==> src/rtl/dram_sim_pkg.sv <==
// Shared types and helpers for the DRAM simulation request path.
package dram_sim_pkg;

    typedef enum logic [1:0] {
        ST_IDLE  = 2'd0,
        ST_READ  = 2'd1,
        ST_WRITE = 2'd2
    } fsm_state_e;

    // Burst length as carried on the command: beats minus one.
    typedef logic [7:0] burst_len_t;

    function automatic int unsigned beat_bytes(input int unsigned data_width);
        return data_width / 8;
    endfunction

endpackage

==> src/rtl/dram_inflight_cnt.sv <==
// Outstanding read beat counter; decrement is ignored at zero, at_max flags the cap.
module dram_inflight_cnt #(
    parameter int unsigned MaxCount = 16,
    parameter int unsigned CntWidth = $clog2(MaxCount + 1)
) (
    input  logic                clk_i,
    input  logic                rst_i,
    input  logic                inc_i,
    input  logic                dec_i,
    output logic [CntWidth-1:0] count_o,
    output logic                at_max_o
);

    logic dec_eff;

    assign dec_eff  = dec_i && (count_o != '0);
    assign at_max_o = (count_o >= CntWidth'(MaxCount));

    // Simultaneous issue and retire cancel out.
    always_ff @(posedge clk_i) begin
        if (rst_i) begin
            count_o <= '0;
        end else if (inc_i && !dec_eff) begin
            count_o <= count_o + CntWidth'(1);
        end else if (dec_eff && !inc_i) begin
            count_o <= count_o - CntWidth'(1);
        end
    end

endmodule

==> src/rtl/dram_burst_splitter.sv <==
// Splits burst commands into per-beat DRAM requests with a read in-flight cap.
// Optional simulation assertions: define DRAM_BURST_SPLITTER_ASSERT_EN.
module dram_burst_splitter
    import dram_sim_pkg::*;
#(
    parameter int unsigned DataWidth     = 512,
    parameter int unsigned AddrWidth     = 64,
    parameter int unsigned MaxInflightRd = 16
) (
    input  logic                   clk_i,
    input  logic                   rst_i,
    input  logic                   burst_valid_i,
    output logic                   burst_ready_o,
    input  logic                   burst_we_i,
    input  logic [AddrWidth-1:0]   burst_addr_i,
    input  logic [7:0]             burst_len_i,
    input  logic                   wdata_valid_i,
    output logic                   wdata_ready_o,
    input  logic [DataWidth-1:0]   wdata_i,
    input  logic [DataWidth/8-1:0] wstrb_i,
    output logic                   req_valid_o,
    input  logic                   req_ready_i,
    output logic                   we_o,
    output logic [AddrWidth-1:0]   addr_o,
    output logic [DataWidth-1:0]   wdata_o,
    output logic [DataWidth/8-1:0] wstrb_o,
    input  logic                   rd_rsp_fire_i,
    output logic                   idle_o
);

    localparam int unsigned BeatBytes = beat_bytes(DataWidth);
    localparam int unsigned CntWidth  = $clog2(MaxInflightRd + 1);

    fsm_state_e            state_q;
    logic [AddrWidth-1:0]  addr_q;
    burst_len_t            beats_q;
    logic [CntWidth-1:0]   inflight;
    logic                  at_max;
    logic                  burst_fire;
    logic                  req_fire;
    logic                  rd_fire;

    assign burst_fire = burst_valid_i && burst_ready_o;
    assign req_fire   = req_valid_o && req_ready_i;
    assign rd_fire    = req_fire && (state_q == ST_READ);

    always_ff @(posedge clk_i) begin
        if (rst_i) begin
            state_q <= ST_IDLE;
            addr_q  <= '0;
            beats_q <= '0;
        end else begin
            case (state_q)
                ST_IDLE: begin
                    if (burst_fire) begin
                        addr_q  <= burst_addr_i;
                        beats_q <= burst_len_i;
                        state_q <= burst_we_i ? ST_WRITE : ST_READ;
                    end
                end
                ST_READ, ST_WRITE: begin
                    if (req_fire) begin
                        addr_q <= addr_q + AddrWidth'(BeatBytes);
                        // beats_q holds beats left minus one, so zero marks the last beat
                        if (beats_q == '0) begin
                            state_q <= ST_IDLE;
                        end else begin
                            beats_q <= beats_q - 8'd1;
                        end
                    end
                end
                default: state_q <= ST_IDLE;
            endcase
        end
    end

    // Outputs are forced quiet while reset is held, even if state is already IDLE.
    always_comb begin
        burst_ready_o = 1'b0;
        req_valid_o   = 1'b0;
        wdata_ready_o = 1'b0;
        we_o          = 1'b0;
        addr_o        = '0;
        wdata_o       = '0;
        wstrb_o       = '0;
        idle_o        = 1'b0;
        if (!rst_i) begin
            addr_o = addr_q;
            idle_o = (state_q == ST_IDLE) && (inflight == '0);
            case (state_q)
                ST_IDLE:  burst_ready_o = 1'b1;
                ST_READ:  req_valid_o   = !at_max;
                ST_WRITE: begin
                    req_valid_o   = wdata_valid_i;
                    wdata_ready_o = req_ready_i;
                    we_o          = 1'b1;
                    wdata_o       = wdata_i;
                    wstrb_o       = wstrb_i;
                end
                default: ;
            endcase
        end
    end

    dram_inflight_cnt #(
        .MaxCount (MaxInflightRd),
        .CntWidth (CntWidth)
    ) u_inflight (
        .clk_i    (clk_i),
        .rst_i    (rst_i),
        .inc_i    (rd_fire),
        .dec_i    (rd_rsp_fire_i),
        .count_o  (inflight),
        .at_max_o (at_max)
    );

`ifdef DRAM_BURST_SPLITTER_ASSERT_EN
    a_req_stable: assert property (@(posedge clk_i) disable iff (rst_i)
        (req_valid_o && !req_ready_i) |=> (req_valid_o && $stable(addr_o) && $stable(we_o)));

    a_rsp_nonzero: assert property (@(posedge clk_i) disable iff (rst_i)
        rd_rsp_fire_i |-> (inflight != '0));

    a_cnt_bound: assert property (@(posedge clk_i) disable iff (rst_i)
        inflight <= CntWidth'(MaxInflightRd));
`endif

endmodule

==> config.mk <==
export PLATFORM = sky130hd
export DESIGN_NAME = dram_burst_splitter
export DESIGN_NICKNAME = d
export VERILOG_FILES = /design/src/rtl/dram_sim_pkg.sv /design/src/rtl/dram_inflight_cnt.sv /design/src/rtl/dram_burst_splitter.sv
export SDC_FILE = /design/constraint.sdc
export NUM_CORES = 1
export LEC_CHECK = 0
export CAP_MARGIN = 10
export CORE_AREA = 2 2 506 508
export CTS_CLUSTER_DIAMETER = 80
export CTS_CLUSTER_SIZE = 25
export DETAILED_ROUTE_END_ITERATION = 16
export DIE_AREA = 0 0 508 510
export DONT_BUFFER_PORTS = 1
export SYNTH_ARGS = -nofsm -noshare
export SYNTH_HDL_FRONTEND = slang
export SYNTH_SLANG_ARGS = --single-unit
==> constraint.sdc <==
create_clock -name clk_i -period 3.05 [get_ports clk_i]
set_input_delay 0.61 -clock clk_i [delete_from_list [all_inputs] [get_ports clk_i]]
set_output_delay 0.61 -clock clk_i [all_outputs]
set_load 0.01 [all_outputs]
==> impl_metrics.json, run 1 <==
{
  "die_y_um": 510,
  "synth_area_per_cell_sq_um": 6.89,
  "num_rows": 185,
  "synth-edff-count": 0,
  "pin_count": 1300,
  "port_buffers": 0,
  "yosysUniqueCellTypes": 74,
  "failed_stage": "global placement (3_3_place_gp)",
  "synthFlopType": "dfxtp_1",
  "syn-cell-area_sq_um": 9370,
  "ys_seq_area_frac": 0.169,
  "ys_seq_elements": 79,
  "synthCells": 1361,
  "firstError": "[ERROR GPL-0305] RePlAce diverged during gradient descent calculation, resulting in an invalid step length (Inf or NaN). This is often caused by numerical instability ...",
  "status": "did not finish",
  "synth_nets": 2027,
  "die_w_um": 508,
  "start_util": 0.0370,
  "ys_async_sr_fraction": 0,
  "yosys_warnings": 0
}
==> Yosys cell counts (4+ instances only) <==
master | number | area (sq um)
a32oi_1 | 4 | 35.0
o211ai_1 | 11 | 82.6
a21oi_1 | 49 | 245
o21ai_1 | 15 | 75.1
a221o_1 | 7 | 70.1
ha_1 | 10 | 125
nand4_1 | 19 | 119
o21ai_0 | 46 | 230
or3_1 | 4 | 25.0
buf_2 | 14 | 70.1
nor4_1 | 6 | 37.5
and3_1 | 16 | 100
inv_1 | 21 | 78.8
mux2i_1 | 7 | 70.1
nand3_1 | 35 | 175
nand4_2 | 5 | 62.6
o2bb2ai_1 | 6 | 52.6
and4_1 | 12 | 105
nor3_1 | 16 | 80.1
o22ai_1 | 6 | 37.5
dfxtp_1 | 79 | 1580
a22oi_1 | 16 | 120
and2_1 | 588 | 3680
buf_1 | 7 | 26.3
clkbuf_1 | 85 | 319
nor2b_1 | 62 | 388
xor2_1 | 10 | 87.6
nor4_4 | 4 | 85.1
nor2_1 | 50 | 188
nand2_1 | 77 | 289
a21o_1 | 4 | 30.0
or4_1 | 4 | 30.0
==> cells by family after synthesis <==
family / count (synthesis) / share of synthesized area
AOI/OAI and AO/OA: 192 / 0.134
xor gates and xnor gates: 13 / 0.0121
adders and majority gates: 11 / 0.0155
buffers and inverters: 135 / 0.0594
DFF: 79 / 0.169
muxes: 7 / 0.00748
and+or+nand+nor: 924 / 0.603
==> run 2, diff against run 1 <==
- CORE_AREA: 2 2 506 508 -> 2 2 507 509
- CTS_CLUSTER_DIAMETER: 80 -> unset
- CTS_CLUSTER_SIZE: 25 -> unset
- DIE_AREA: 0 0 508 510 -> 0 0 509 511
- PLACE_DENSITY_LB_ADDON: unset -> 0.15
==> run 2 against run 1 <==
Effect of this change:
- the flow now finishes without violations
- synthesized cell count unchanged
- area after synthesis unchanged
==> impl_metrics.json, run 2 <==
{
  "synth-edff-count": 0,
  "place_ws_ns": 0.136,
  "htreeDepth": 3,
  "hp-class": "in -> reg",
  "final_cells": 5181,
  "start_util": 0.0367,
  "dieArea_sq_um": 260000,
  "status": "finished clean",
  "maxCapViolations": 0,
  "p_leak_nw": 5.53,
  "synth_area_leaders": "and2_1 (39%), dfxtp_1 (17%), nor2b_1 (4.1%), clkbuf_1 (3.4%), nand2_1 (3.1%)",
  "swShare": 0.553,
  "grt_overflow": 0,
  "detail_route.wl_per_cell_um": 42.1,
  "final_layout_size_suffix_gt1_frac": 0.215,
  "tritoncts": "done",
  "ys_seq_area_frac": 0.169,
  "max_freq_ghz": 0.335,
  "worstMarginPinSlew_ns": 0.936,
  "powerDensity_nw_per_um2": 516,
  "ys_async_sr_fraction": 0,
  "slew_headroom": 0.376,
  "synthCells": 1361,
  "port_buffers": 0,
  "clk_path_buf_depth": 2,
  "track_usage": 0.160,
  "core_sq_um": 255000,
  "worstPathRequired_ns": 2.44,
  "worstPathCellList": "inv_1, ha_1, nor2b_4, buf_12, buf_16, and2_1",
  "antenna_found_initial": 383,
  "pin_count": 1300,
  "ys_seq_elements": 79,
  "internal-power_w": 0.00402,
  "startpoint_type": "flip-flop",
  "finClkSkew_ns": 0.0350,
  "dpl.cell_count": 4868,
  "viasPerCell": 2.55,
  "setup_viol": 0,
  "largest_reg_flops": 64,
  "final_hold_viol_count": 0,
  "vias": 13201,
  "end_kind": "primary output",
  "cp_max_fo": 96,
  "num_rows": 186,
  "drc": 0,
  "met1_usage": 0.132,
  "cts-root-buf": "clkbuf_16",
  "die_y_um": 511,
  "synthTopCellsByCount": "and2_1 (588), clkbuf_1 (85), dfxtp_1 (79)",
  "final_cell_mix": "and2_1 (564), buf_4 (136), buf_12 (97), dfxtp_1 (78), nand2_1 (77)",
  "holdWs_ns": 0.273,
  "fin_ws_ns": 0.0634,
  "cts_hold_buf": 0,
  "rsz0062_at_grt": "true",
  "worst_path_largest_cell_delay_ns": 0.60,
  "drt-total-wl_um": 218000,
  "synthFlopType": "dfxtp_1",
  "p_seq_frac": 0.205,
  "tns_ns": 0,
  "grt_start_max_net_pins": 129,
  "yosysTopAreaCell": "and2_1",
  "grt_pass1_wl_um": 244000,
  "grt.met2_usage": 0.318,
  "power.switching_w": 0.00496,
  "crit_arrival_ns": 2.38,
  "grtUsageMet3": 0.0838,
  "place.gp.congestion": 1.35,
  "pwr-share-comb": 0.636,
  "synth_area_per_cell_sq_um": 6.89,
  "worstSkewPairLatency_ns": 0.42,
  "clkSinkCount": 79,
  "crit_type": "reg -> out",
  "clk_pin_slew_ns": 0.10,
  "layout.nets": 2166,
  "synth_top_area_share": 0.393,
  "syn-cell-area_sq_um": 9370,
  "fillCellCount": 30167,
  "cts_buffers": 9,
  "dp_hpwl_um": 204000,
  "yosys_warnings": 0,
  "worst_path_max_delay_cell": "and2_1",
  "grt-busiest-layer": "met2",
  "finalCriticalPeriod_ns": 2.99,
  "slew_viol_final": 0,
  "reg_top3": "addr_q: 64 flops, beats_q: 8 flops, u_inflight.count_o: 5 flops",
  "area_growth_syn_to_layout_pct": 85.6,
  "peakVddDrop_mv": 0.314,
  "synth_nets": 2027,
  "final_common_cell": "and2_1",
  "clock_power_share": 0.159,
  "regMostFlops": "addr_q",
  "period_share": 0.979,
  "first_iter_violations": 835,
  "grt_pass1_vias": 11253,
  "dr.pass1.iters": 5,
  "final_antenna_net_count": 0,
  "yosysUniqueCellTypes": 74,
  "synth_most_common_cell": "and2_1",
  "die_w_um": 509
}
run 2: power groups by stage:
stage / combinational (W) / sequential (W) / clock, W
after CTS: 0.00588 / 0.00185 / 0.00153
after global routing: 0.00612 / 0.00192 / 0.00153
after floorplan: 0.00275 / 0.00168 / 0
after global placement: 0.00585 / 0.00187 / 0
after detailed placement: 0.00584 / 0.00187 / 0
final: 0.00571 / 0.00184 / 0.00143
run 2: layout make-up:
type | count | area, sq um | area share
antenna | 292 | 731 | 0.0420
clock buffer | 9 | 225 | 0.0130
clock inverter | 7 | 111 | 0.00640
inverter | 22 | 82.6 | 0.00475
multi-input combinational | 1147 | 7290 | 0.419
sequential | 79 | 1580 | 0.0910
tap | 3384 | 4230 | 0.243
timing repair buffer | 241 | 3140 | 0.180
run 2: stage by stage:
stage	cell area (sq um)	utilization	total power (W)
2_1_floorplan	9370	-	0.00443
3_3_place_gp	16200	0.0633	0.00772
3_5_place_dp	16200	0.0633	0.00771
4_1_cts	16500	0.0648	0.00925
5_1_grt	17200	0.0674	0.00957
6_report	17400	0.0681	0.00898
run 2: critical path, delay by kind of cell, from the launching register on:
family,cells,cell delay (ns)
and+or+nand+nor,2,0.79
buffers and inverters,3,0.58
DFF,1,0.35
adders and majority gates,1,0.16
run 2: layer usage:
layer / wire length [um] / up-vias
met5: 925 / -
met1: 61700 / 5963
met2: 122000 / 1286
li1: - / 5109
met4: 8690 / 144
met3: 25300 / 699
run 2: kinds of logic after synthesis:
logic type | count (synthesis) | synth area share
and+or+nand+nor | 924 | 0.603
adders and majority gates | 11 | 0.0155
xor gates and xnor gates | 13 | 0.0121
AOI/OAI and AO/OA | 192 | 0.134
DFF | 79 | 0.169
buffers and inverters | 135 | 0.0594
muxes | 7 | 0.00748
run 2: what timing repair did:
action	in CTS	in global routing
buffers inserted	0	3
resized for setup	1	34
endpoints found under the setup margin	3	59
cloned	1	1
run 2: final timing paths:
| path | startpoint | to | slack [ns] | cells past startpoint |
|---|---|---|---|---|
| hold reg to reg | addr_q[2] | addr_q[2] | 0.50 | 2 |
| setup reg to reg | state_q[0] | u_inflight.count_o[4] | 0.21 | 13 |
| hold / removal | rst_i | beats_q[0] | 0.27 | 1 |
| setup / recovery | state_q[0] | wdata_o[365] | 0.06 | 6 |
Note: power is estimated with default switching activity, not from simulation.
